`config.mk`:
```
export PLATFORM = sky130hd
export DESIGN_NAME = jtkiwi_gfx_sdram
export DESIGN_NICKNAME = d
export VERILOG_FILES = /design/src/rtl/jtkiwi_gfx_sdram.sv
export SDC_FILE = /design/constraint.sdc
export NUM_CORES = 1
export LEC_CHECK = 0
export CAP_MARGIN = 10
export CORE_ASPECT_RATIO = 0.75
export CORE_MARGIN = 1
export CORE_UTILIZATION = 55
export CTS_BUF_LIST = sky130_fd_sc_hd__clkbuf_8
export DETAILED_ROUTE_END_ITERATION = 7
export GPL_ROUTABILITY_DRIVEN = 0
export GPL_TIMING_DRIVEN = 0
export HOLD_SLACK_MARGIN = 0.03
export PLACE_DENSITY_LB_ADDON = 0.08
export SLEW_MARGIN = 0
export SYNTH_ARGS = -nofsm -noshare
export SYNTH_HDL_FRONTEND = slang
export SYNTH_SLANG_ARGS = --single-unit
```
`constraint.sdc`:
```
create_clock -name clk -period 6.9 [get_ports clk]
set_input_delay 1.035 -clock clk [delete_from_list [all_inputs] [get_ports clk]]
set_output_delay 1.035 -clock clk [all_outputs]
set_load 0.03 [all_outputs]
```
`src/rtl/jtkiwi_gfx_sdram.sv`:
```
// rtl/jtkiwi_gfx_sdram.sv - two-slot 32-bit graphics fetch cache in front of a 16-bit SDRAM port
module jtkiwi_gfx_sdram #(
  parameter logic [20:0] SCR_BASE = 21'h00000,
  parameter logic [20:0] OBJ_BASE = 21'h80000
) (
  input  logic        clk,
  input  logic        rst,
  // scroll slot
  input  logic        scr_cs,
  input  logic [19:2] scr_addr,
  output logic [31:0] scr_data,
  output logic        scr_ok,
  // object slot
  input  logic        obj_cs,
  input  logic [19:2] obj_addr,
  output logic [31:0] obj_data,
  output logic        obj_ok,
  // SDRAM read port
  output logic        sdram_req,
  output logic [21:1] sdram_addr,
  input  logic        sdram_ack,
  input  logic        sdram_dst,
  input  logic        sdram_rdy,
  input  logic [15:0] sdram_din
);

  typedef enum logic [1:0] {
    IDLE     = 2'd0,
    WAIT_ACK = 2'd1,
    RECV     = 2'd2
  } state_t;

  state_t      state_q, state_d;
  logic        req_q, req_d;
  logic [21:1] addr_q, addr_d;
  logic [19:2] fetch_tag_q, fetch_tag_d;
  logic        fetch_obj_q, fetch_obj_d;   // 1 when the fetch in flight belongs to the object slot
  logic        last_obj_q, last_obj_d;     // 1 when the object slot was served last
  logic [15:0] lo_q, lo_d;

  logic [19:2] scr_tag_q, scr_tag_d;
  logic [31:0] scr_word_q, scr_word_d;
  logic        scr_valid_q, scr_valid_d;
  logic [19:2] obj_tag_q, obj_tag_d;
  logic [31:0] obj_word_q, obj_word_d;
  logic        obj_valid_q, obj_valid_d;

  logic        scr_miss, obj_miss, sel_obj;

  // Hit detection is purely combinational so a hit costs no cycles.
  always_comb begin
    scr_ok   = scr_cs & scr_valid_q & (scr_addr == scr_tag_q);
    obj_ok   = obj_cs & obj_valid_q & (obj_addr == obj_tag_q);
    scr_miss = scr_cs & ~scr_ok;
    obj_miss = obj_cs & ~obj_ok;
    scr_data = scr_word_q;
    obj_data = obj_word_q;
  end

  assign sdram_req  = req_q;
  assign sdram_addr = addr_q;

  // Fetch FSM: arbitrate a miss, hold the request until ack, gather two halves, commit.
  always_comb begin
    state_d     = state_q;
    req_d       = req_q;
    addr_d      = addr_q;
    fetch_tag_d = fetch_tag_q;
    fetch_obj_d = fetch_obj_q;
    last_obj_d  = last_obj_q;
    lo_d        = lo_q;
    scr_tag_d   = scr_tag_q;
    scr_word_d  = scr_word_q;
    scr_valid_d = scr_valid_q;
    obj_tag_d   = obj_tag_q;
    obj_word_d  = obj_word_q;
    obj_valid_d = obj_valid_q;
    // With both slots missing, the one not served last wins.
    sel_obj     = obj_miss & (~scr_miss | ~last_obj_q);

    case (state_q)
      IDLE: begin
        if (scr_miss | obj_miss) begin
          fetch_obj_d = sel_obj;
          last_obj_d  = sel_obj;
          fetch_tag_d = sel_obj ? obj_addr : scr_addr;
          addr_d      = sel_obj ? ({2'b0, obj_addr, 1'b0} + OBJ_BASE)
                                : ({2'b0, scr_addr, 1'b0} + SCR_BASE);
          req_d       = 1'b1;
          state_d     = WAIT_ACK;
        end
      end
      WAIT_ACK: begin
        if (sdram_ack) begin
          req_d   = 1'b0;
          state_d = RECV;
        end
      end
      RECV: begin
        // rdy coincides with the second strobe, so it marks the high half.
        if (sdram_rdy) begin
          if (fetch_obj_q) begin
            obj_tag_d   = fetch_tag_q;
            obj_word_d  = {sdram_din, lo_q};
            obj_valid_d = 1'b1;
          end else begin
            scr_tag_d   = fetch_tag_q;
            scr_word_d  = {sdram_din, lo_q};
            scr_valid_d = 1'b1;
          end
          state_d = IDLE;
        end else if (sdram_dst) begin
          lo_d = sdram_din;
        end
      end
      default: begin
        state_d = IDLE;
        req_d   = 1'b0;
      end
    endcase
  end

  // State registers; reset aborts any fetch and leaves scroll with priority.
  always_ff @(posedge clk or posedge rst) begin
    if (rst) begin
      state_q     <= IDLE;
      req_q       <= 1'b0;
      addr_q      <= '0;
      fetch_tag_q <= '0;
      fetch_obj_q <= 1'b0;
      last_obj_q  <= 1'b1;
      lo_q        <= '0;
      scr_tag_q   <= '0;
      scr_word_q  <= '0;
      scr_valid_q <= 1'b0;
      obj_tag_q   <= '0;
      obj_word_q  <= '0;
      obj_valid_q <= 1'b0;
    end else begin
      state_q     <= state_d;
      req_q       <= req_d;
      addr_q      <= addr_d;
      fetch_tag_q <= fetch_tag_d;
      fetch_obj_q <= fetch_obj_d;
      last_obj_q  <= last_obj_d;
      lo_q        <= lo_d;
      scr_tag_q   <= scr_tag_d;
      scr_word_q  <= scr_word_d;
      scr_valid_q <= scr_valid_d;
      obj_tag_q   <= obj_tag_d;
      obj_word_q  <= obj_word_d;
      obj_valid_q <= obj_valid_d;
    end
  end

endmodule
```
==> flow_metrics.env, run 1 <==
export IMPL_period_needed_ns=4.61
export IMPL_crit_path_max_fanout=3
export IMPL_hold_path_class="flop to flop"
export IMPL_std_cell_rows=32
export IMPL_rsz0062_at_grt="false"
export IMPL_overflow=0
export IMPL_cts_resized=0
export IMPL_synth_top_area_share=0.584
export IMPL_synthMuxAreaShare=0.218
export IMPL_cts_tree="yes"
export IMPL_drc=0
export IMPL_placed_area_mm2=0.00764
export IMPL_finalMaxSlewViolations=0
export IMPL_die_height_um=92.4
export IMPL_cts_buffer_depth=2
export IMPL_cts_buffers=17
export IMPL_synth_compound_area_share=0.0503
export IMPL_crit_arrival_ns=3.58
export IMPL_synth_warnings=0
export IMPL_yosysMostFrequentCell="dfrtp_1"
export IMPL_fin_nets=668
export IMPL_power_leakage_uw=0.00343
export IMPL_drt_first_pass_iters=4
export IMPL_grt_max_degree=102
export IMPL_syn_area_per_cell_um2=13.5
export IMPL_crit_required_ns=5.86
export IMPL_clk_pin_slew_ns=0.07
export IMPL_critical_path_class="input port to output port"
export IMPL_final_hold_viol_count=0
export IMPL_cts_sinks=141
export IMPL_irDropWorstVdd_v=0.000297
export IMPL_max_freq_mhz=217
export IMPL_hold_buffers=0
export IMPL_hold_depth=1
export IMPL_drtIter0Drc=270
export IMPL_whs_endpoint="sdram_req"
export IMPL_synth_xor_area_frac=0.0526
export IMPL_antenna_found_initial=0
export IMPL_layout_drive_gt1_share=0.256
export IMPL_synth_top_family_by_area="multiplexers"
export IMPL_reg2regPathDepth=7
export IMPL_p_per_area_mw_per_mm2=508
export IMPL_coreArea_mm2=0.0105
export IMPL_status="finished, final reports clean"
export IMPL_synth_area_leaders="dfrtp_1 (58%), mux2_2 (22%), xor2_1 (3.5%)"
export IMPL_hold_start="sdram_req"
export IMPL_ios=147
export IMPL_post_cts_buffers=0
export IMPL_viasPerCell=5.65
export IMPL_fin_crit_sh=0.669
export IMPL_start_util=0.574
export IMPL_ys_ff_latch=141
export IMPL_finalSetupViolations=0
export IMPL_antenna_cells=0
export IMPL_grt_pass1_wl_mm=23.9
export IMPL_synth_edf_count=0
export IMPL_ys_flop_type="dfrtp_1"
export IMPL_port_buffers=144
export IMPL_setup_worst_path_start="scr_addr[2]"
export IMPL_r2r_slack_ns=3.58
export IMPL_routed_wl_mm=15.2
export IMPL_avgRoutedWirePerCell_um=20.1
export IMPL_setup_worst_path_end_class="output port"
export IMPL_dieArea_mm2=0.0113
export IMPL_vias=4280
export IMPL_synth_seq_area_share=0.589
export IMPL_drv_cap=0
export IMPL_clk_latency_ns=0.44
export IMPL_first_global_vias=4430
export IMPL_syn_to_final_growth_pct=34.4
export IMPL_grtUsageTotal=0.289
export IMPL_die_x_um=123
export IMPL_finClkSkew_ns=0.00986
export IMPL_synth_common_cells="dfrtp_1 (140), mux2_2 (116), xor2_1 (24)"
export IMPL_antenna_left=0
export IMPL_synth_distinct_cells=38
export IMPL_synth_fa_ha_area_frac=0
export IMPL_synth_async_reset_ratio=1.00
export IMPL_reg2reg_to="fetch_tag_q[9]"
export IMPL_h_tree_depth=4
export IMPL_relSlewSlack=0.365
export IMPL_synth_cells=444
export IMPL_root_buffer="clkbuf_8"
export IMPL_yosysTopAreaCell="dfrtp_1"
export IMPL_final_fill_count=684
export IMPL_dp_hpwl_mm=10.8
export IMPL_tightest_slew_ns=0.953
export IMPL_fin_setup_tns_ns=0
export IMPL_critPathLaunchType="input port"
export IMPL_design_area_mm2=0.00806
export IMPL_timing_rr_start="scr_tag_q[2]"
export IMPL_synth_area_mm2=0.00600
export IMPL_synth_simple_area_share=0.0645
## critical path: stages
cell and delay (ns):
clkdlybuf4s50_1 0.43, xnor2_1 0.40, nand2_1 0.10, or4b_2 0.70
nor3_1 0.21, clkdlybuf4s50_1 0.71
## sequential cells by signal, indices dropped and copies added (netlist names)
signal       cells
sdram_req        1
scr_valid_q      1
state_q          2
last_obj_q       1
lo_q            16
scr_tag_q       18
sdram_addr       2
obj_tag_q       18
obj_valid_q      1
fetch_tag_q     17
obj_data        32
scr_data        32
## layer usage
metal  vias to the layer above  GRT usage  share of wire
met3                        16     0.0961          0.097
met4                         0      0.103          0.011
met5                         -          0              0
met1                      2147      0.405           0.44
met2                       188      0.421           0.45
li1                       1929          -              -
## stage by stage
stage	power [uW]	setup WS, ns	hold slack (ns)	util	cells
floorplan	2610	2.09	0.435	-	445
global placement	3320	0.287	0.468	0.728	725
detailed placement	3400	2.36	0.470	0.732	726
CTS	4100	2.35	0.492	0.772	758
global route	4290	2.15	0.516	0.772	758
finish	4090	2.29	0.486	0.772	758
## final cells by class
| cell class | instances | area [um2] | share of cell area |
|---|---|---|---|
| inverters | 5 | 23.8 | 0.00295 |
| well taps | 136 | 170 | 0.0211 |
| repair buffers | 145 | 1470 | 0.182 |
| multi-input cells | 272 | 2320 | 0.287 |
| clock inverters | 14 | 170 | 0.0211 |
| clock buffers | 18 | 248 | 0.0307 |
| plain buffers | 27 | 135 | 0.0168 |
| flip-flops and latches | 141 | 3530 | 0.438 |
## power breakdown
part,switching [uW],leakage (uW),internal [uW],total [uW]
Clock,324,0.000212,368,692
Combinational,1010,0.00149,876,1880
Sequential,278,0.00173,1240,1520
Total,1610,0.00343,2480,4090
## logic make-up (layout without fill, tap and decap cells)
family | count (synthesis) | after routing
flops | 141 | 141
mux | 116 | 116
simple gates | 70 | 70
compound gates | 48 | 48
xor+xnor | 36 | 36
buf+inv | 32 | 209
other cells | 1 | 2
## placed cells by master, fill, tap and decap left out, types with 3 or more instances in the layout
cell	synthesis	final
clkbuf_8	0	18
nand4_1	3	3
buf_6	3	3
buf_4	3	3
inv_1	5	6
clkbuf_1	15	15
nor2_1	4	4
clkinv_4	0	4
xor2_1	24	24
nand2_1	5	5
buf_1	6	6
inv_6	0	3
nand3_1	20	20
nor3_1	20	20
o21ai_0	19	19
mux2_2	116	116
dfrtp_1	140	140
nor4_1	5	5
a31oi_1	18	18
xnor2_1	12	12
bufinv_16	0	3
a21o_1	3	3
clkdlybuf4s50_1	0	144
## worst max-delay path by stage
stage	cells after the start	endpoint	slack, ns
2_1_floorplan	1	fetch_tag_q[10]	2.09
3_3_place_gp	2	scr_data[27]	0.29
3_5_place_dp	6	scr_ok	2.36
4_1_cts	6	scr_ok	2.35
5_1_grt	6	scr_ok	2.15
6_report	6	scr_ok	2.29
No activity file was read; power rests on OpenSTA's default activity.
==> inputs of run 2 (changes only) <==
--- a/config.mk
+++ b/config.mk
@@ -8,7 +8,7 @@
 export CAP_MARGIN = 10
 export CORE_ASPECT_RATIO = 0.75
 export CORE_MARGIN = 1
-export CORE_UTILIZATION = 55
+export CORE_UTILIZATION = 51
 export CTS_BUF_LIST = sky130_fd_sc_hd__clkbuf_8
 export DETAILED_ROUTE_END_ITERATION = 7
 export GPL_ROUTABILITY_DRIVEN = 0
==> constraint.sdc (replaced) <==
create_clock -name clk -period 4.6 [get_ports clk]
set_input_delay 0.69 -clock clk [delete_from_list [all_inputs] [get_ports clk]]
set_output_delay 0.69 -clock clk [all_outputs]
set_load 0.03 [all_outputs]
==> run 2 against run 1 <==
  * Highest routed layer unchanged
  * Clock power increased by 53%
  * Global-route usage decreased by 2.0 points
  * Core utilization decreased by 4.8 points
  * Wire length about the same
==> flow_metrics.env, run 2 (synthesis gave the netlist of run 1 again) <==
export IMPL_status="finished, final reports clean"
export IMPL_hold_buffers=0
export IMPL_critical_path_class="input port to output port"
export IMPL_p_comb_frac=0.458
export IMPL_coreArea_mm2=0.0112
export IMPL_worst_slack_ns=0.613
export IMPL_grt_max_degree=73
export IMPL_crit_required_ns=3.91
export IMPL_cts_resized=0
export IMPL_cts_tree="yes"
export IMPL_antenna_left=0
export IMPL_cts_buffer_depth=2
export IMPL_setup_worst_path_end_class="output port"
export IMPL_multi_input_area_mm2=0.00232
export IMPL_power_leakage_uw=0.00343
export IMPL_hold_ws_ns=0.482
export IMPL_final_hold_viol_count=0
export IMPL_crit_path_max_fanout=3
export IMPL_drtIter0Drc=316
export IMPL_relSlewSlack=0.379
export IMPL_critPathMaxStageDelay_ns=0.72
export IMPL_start_util=0.536
export IMPL_critPathLaunchType="input port"
export IMPL_first_global_vias=4482
export IMPL_root_buffer="clkbuf_8"
export IMPL_p_int_uw=3740
export IMPL_dp_hpwl_mm=10.8
export IMPL_drc=0
export IMPL_clk_latency_ns=0.44
export IMPL_finalSetupViolations=0
export IMPL_tightest_slew_ns=0.931
export IMPL_rsz0062_at_grt="false"
export IMPL_wl_met1_mm=6.87
export IMPL_hold_path_class="flop to flop"
export IMPL_cts_buffers=17
export IMPL_drt_first_pass_iters=5
export IMPL_design_area_mm2=0.00810
export IMPL_max_freq_mhz=251
export IMPL_final_cells=779
export IMPL_crit_arrival_ns=3.30
export IMPL_antenna_cells=0
export IMPL_die_x_um=127
export IMPL_power_switching_uw=2400
export IMPL_clock_power_share=0.172
export IMPL_hold_start="obj_valid_q"
export IMPL_antenna_found_initial=0
export IMPL_setup_worst_path_start="scr_addr[5]"
export IMPL_crit_chain="clkdlybuf4s50_1 -> xnor2_1 -> nand4_1 -> or4b_2 -> nor3_1 -> clkdlybuf4s50_1"
export IMPL_routed_wl_mm=15.3
export IMPL_dieArea_mm2=0.0122
export IMPL_port_buffers=144
export IMPL_vias=4320
export IMPL_critical_path_slowest_cell="clkdlybuf4s50_1"
export IMPL_std_cell_rows=33
export IMPL_fin_setup_tns_ns=0
export IMPL_fin_nets=668
export IMPL_syn_to_final_growth_pct=35.0
export IMPL_dpl_worst_slack_ns=0.708
export IMPL_die_height_um=95.9
export IMPL_period_needed_ns=3.99
export IMPL_irDropWorstVdd_v=0.000479
export IMPL_grtUsageTotal=0.269
export IMPL_cts_sinks=141
export IMPL_wl_met3_mm=1.34
export IMPL_p_per_area_mw_per_mm2=759
export IMPL_switching_share=0.391
export IMPL_dp_cells=747
export IMPL_ios=147
export IMPL_final_common_cell="clkdlybuf4s50_1"
export IMPL_layout_drive_gt1_share=0.259
export IMPL_wl_met2_mm=6.84
export IMPL_timing_rr_start="scr_tag_q[5]"
export IMPL_viasPerCell=5.55
export IMPL_p_seq_frac=0.370
export IMPL_finalMaxSlewViolations=0
export IMPL_overflow=0
export IMPL_clk_pin_slew_ns=0.08
export IMPL_final_fill_count=794
export IMPL_cp_common_cell="clkdlybuf4s50_1"
export IMPL_avgRoutedWirePerCell_um=19.6
export IMPL_regArea_mm2=0.00353
export IMPL_top_layer="met4"
export IMPL_placed_area_mm2=0.00767
export IMPL_h_tree_depth=4
export IMPL_grt_pass1_wl_mm=24.2
export IMPL_finClkSkew_ns=0.0113
export IMPL_fin_crit_sh=0.867
export IMPL_post_cts_buffers=0
export IMPL_final_cell_mix="clkdlybuf4s50_1 (144), dfrtp_1 (140), mux2_2 (116)"
export IMPL_drv_cap=0
-- run 2: cell types whose count changed in the layout (fill, tap and decap cells not counted) --
cell,change
clkinv_4,-1
clkbuf_8,+1
clkinv_2,+2
inv_1,-2
-- run 2: layout make-up --
type	instances	share of cell area
buffer	27	0.0167
clock buffer	19	0.0323
clock inverter	13	0.0202
inverter	5	0.00294
multi-input combinational	272	0.286
sequential	141	0.436
tap	157	0.0243
timing repair buffer	145	0.181
-- run 2: power groups by stage --
stage | clock, uW | combinational [uW] | sequential [uW]
global route | 1140 | 2970 | 2360
floorplan | 0 | 1000 | 2910
CTS | 1080 | 2820 | 2270
global placement | 0 | 2750 | 2240
detailed placement | 0 | 2810 | 2290
finish | 1060 | 2810 | 2270
-- run 2: worst paths after layout --
path | endpoint | slack [ns] | cells after the start
setup reg to reg | fetch_tag_q[6] | 1.38 | 7
hold reg to reg | obj_valid_q | 0.48 | 1
hold / removal | obj_valid_q | 0.48 | 1
max in group asynchronous | obj_data[6] | 3.12 | 3
min in group asynchronous | fetch_tag_q[12] | 0.72 | 2
setup / recovery | scr_ok | 0.61 | 6
-- run 2: per-layer routing --
metal	up-vias	GRT usage
li1	1930	-
met1	2171	0.366
met2	203	0.409
met3	16	0.0989
met4	0	0.0724
met5	-	0
-- run 2: stage by stage --
| step | power [uW] | utilization |
|---|---|---|
| 6_report | 6140 | 0.724 |
| 3_3_place_gp | 4990 | 0.683 |
| 3_5_place_dp | 5090 | 0.686 |
| 5_1_grt | 6460 | 0.724 |
| 4_1_cts | 6170 | 0.724 |
| 2_1_floorplan | 3920 | - |
-- run 2: worst max-delay path: cells and delay by family --
kind / cells / cell delay [ns]
buffers and inverters: 2 / 1.17
XOR/XNOR: 1 / 0.37
AND/OR/NAND/NOR: 3 / 1.06
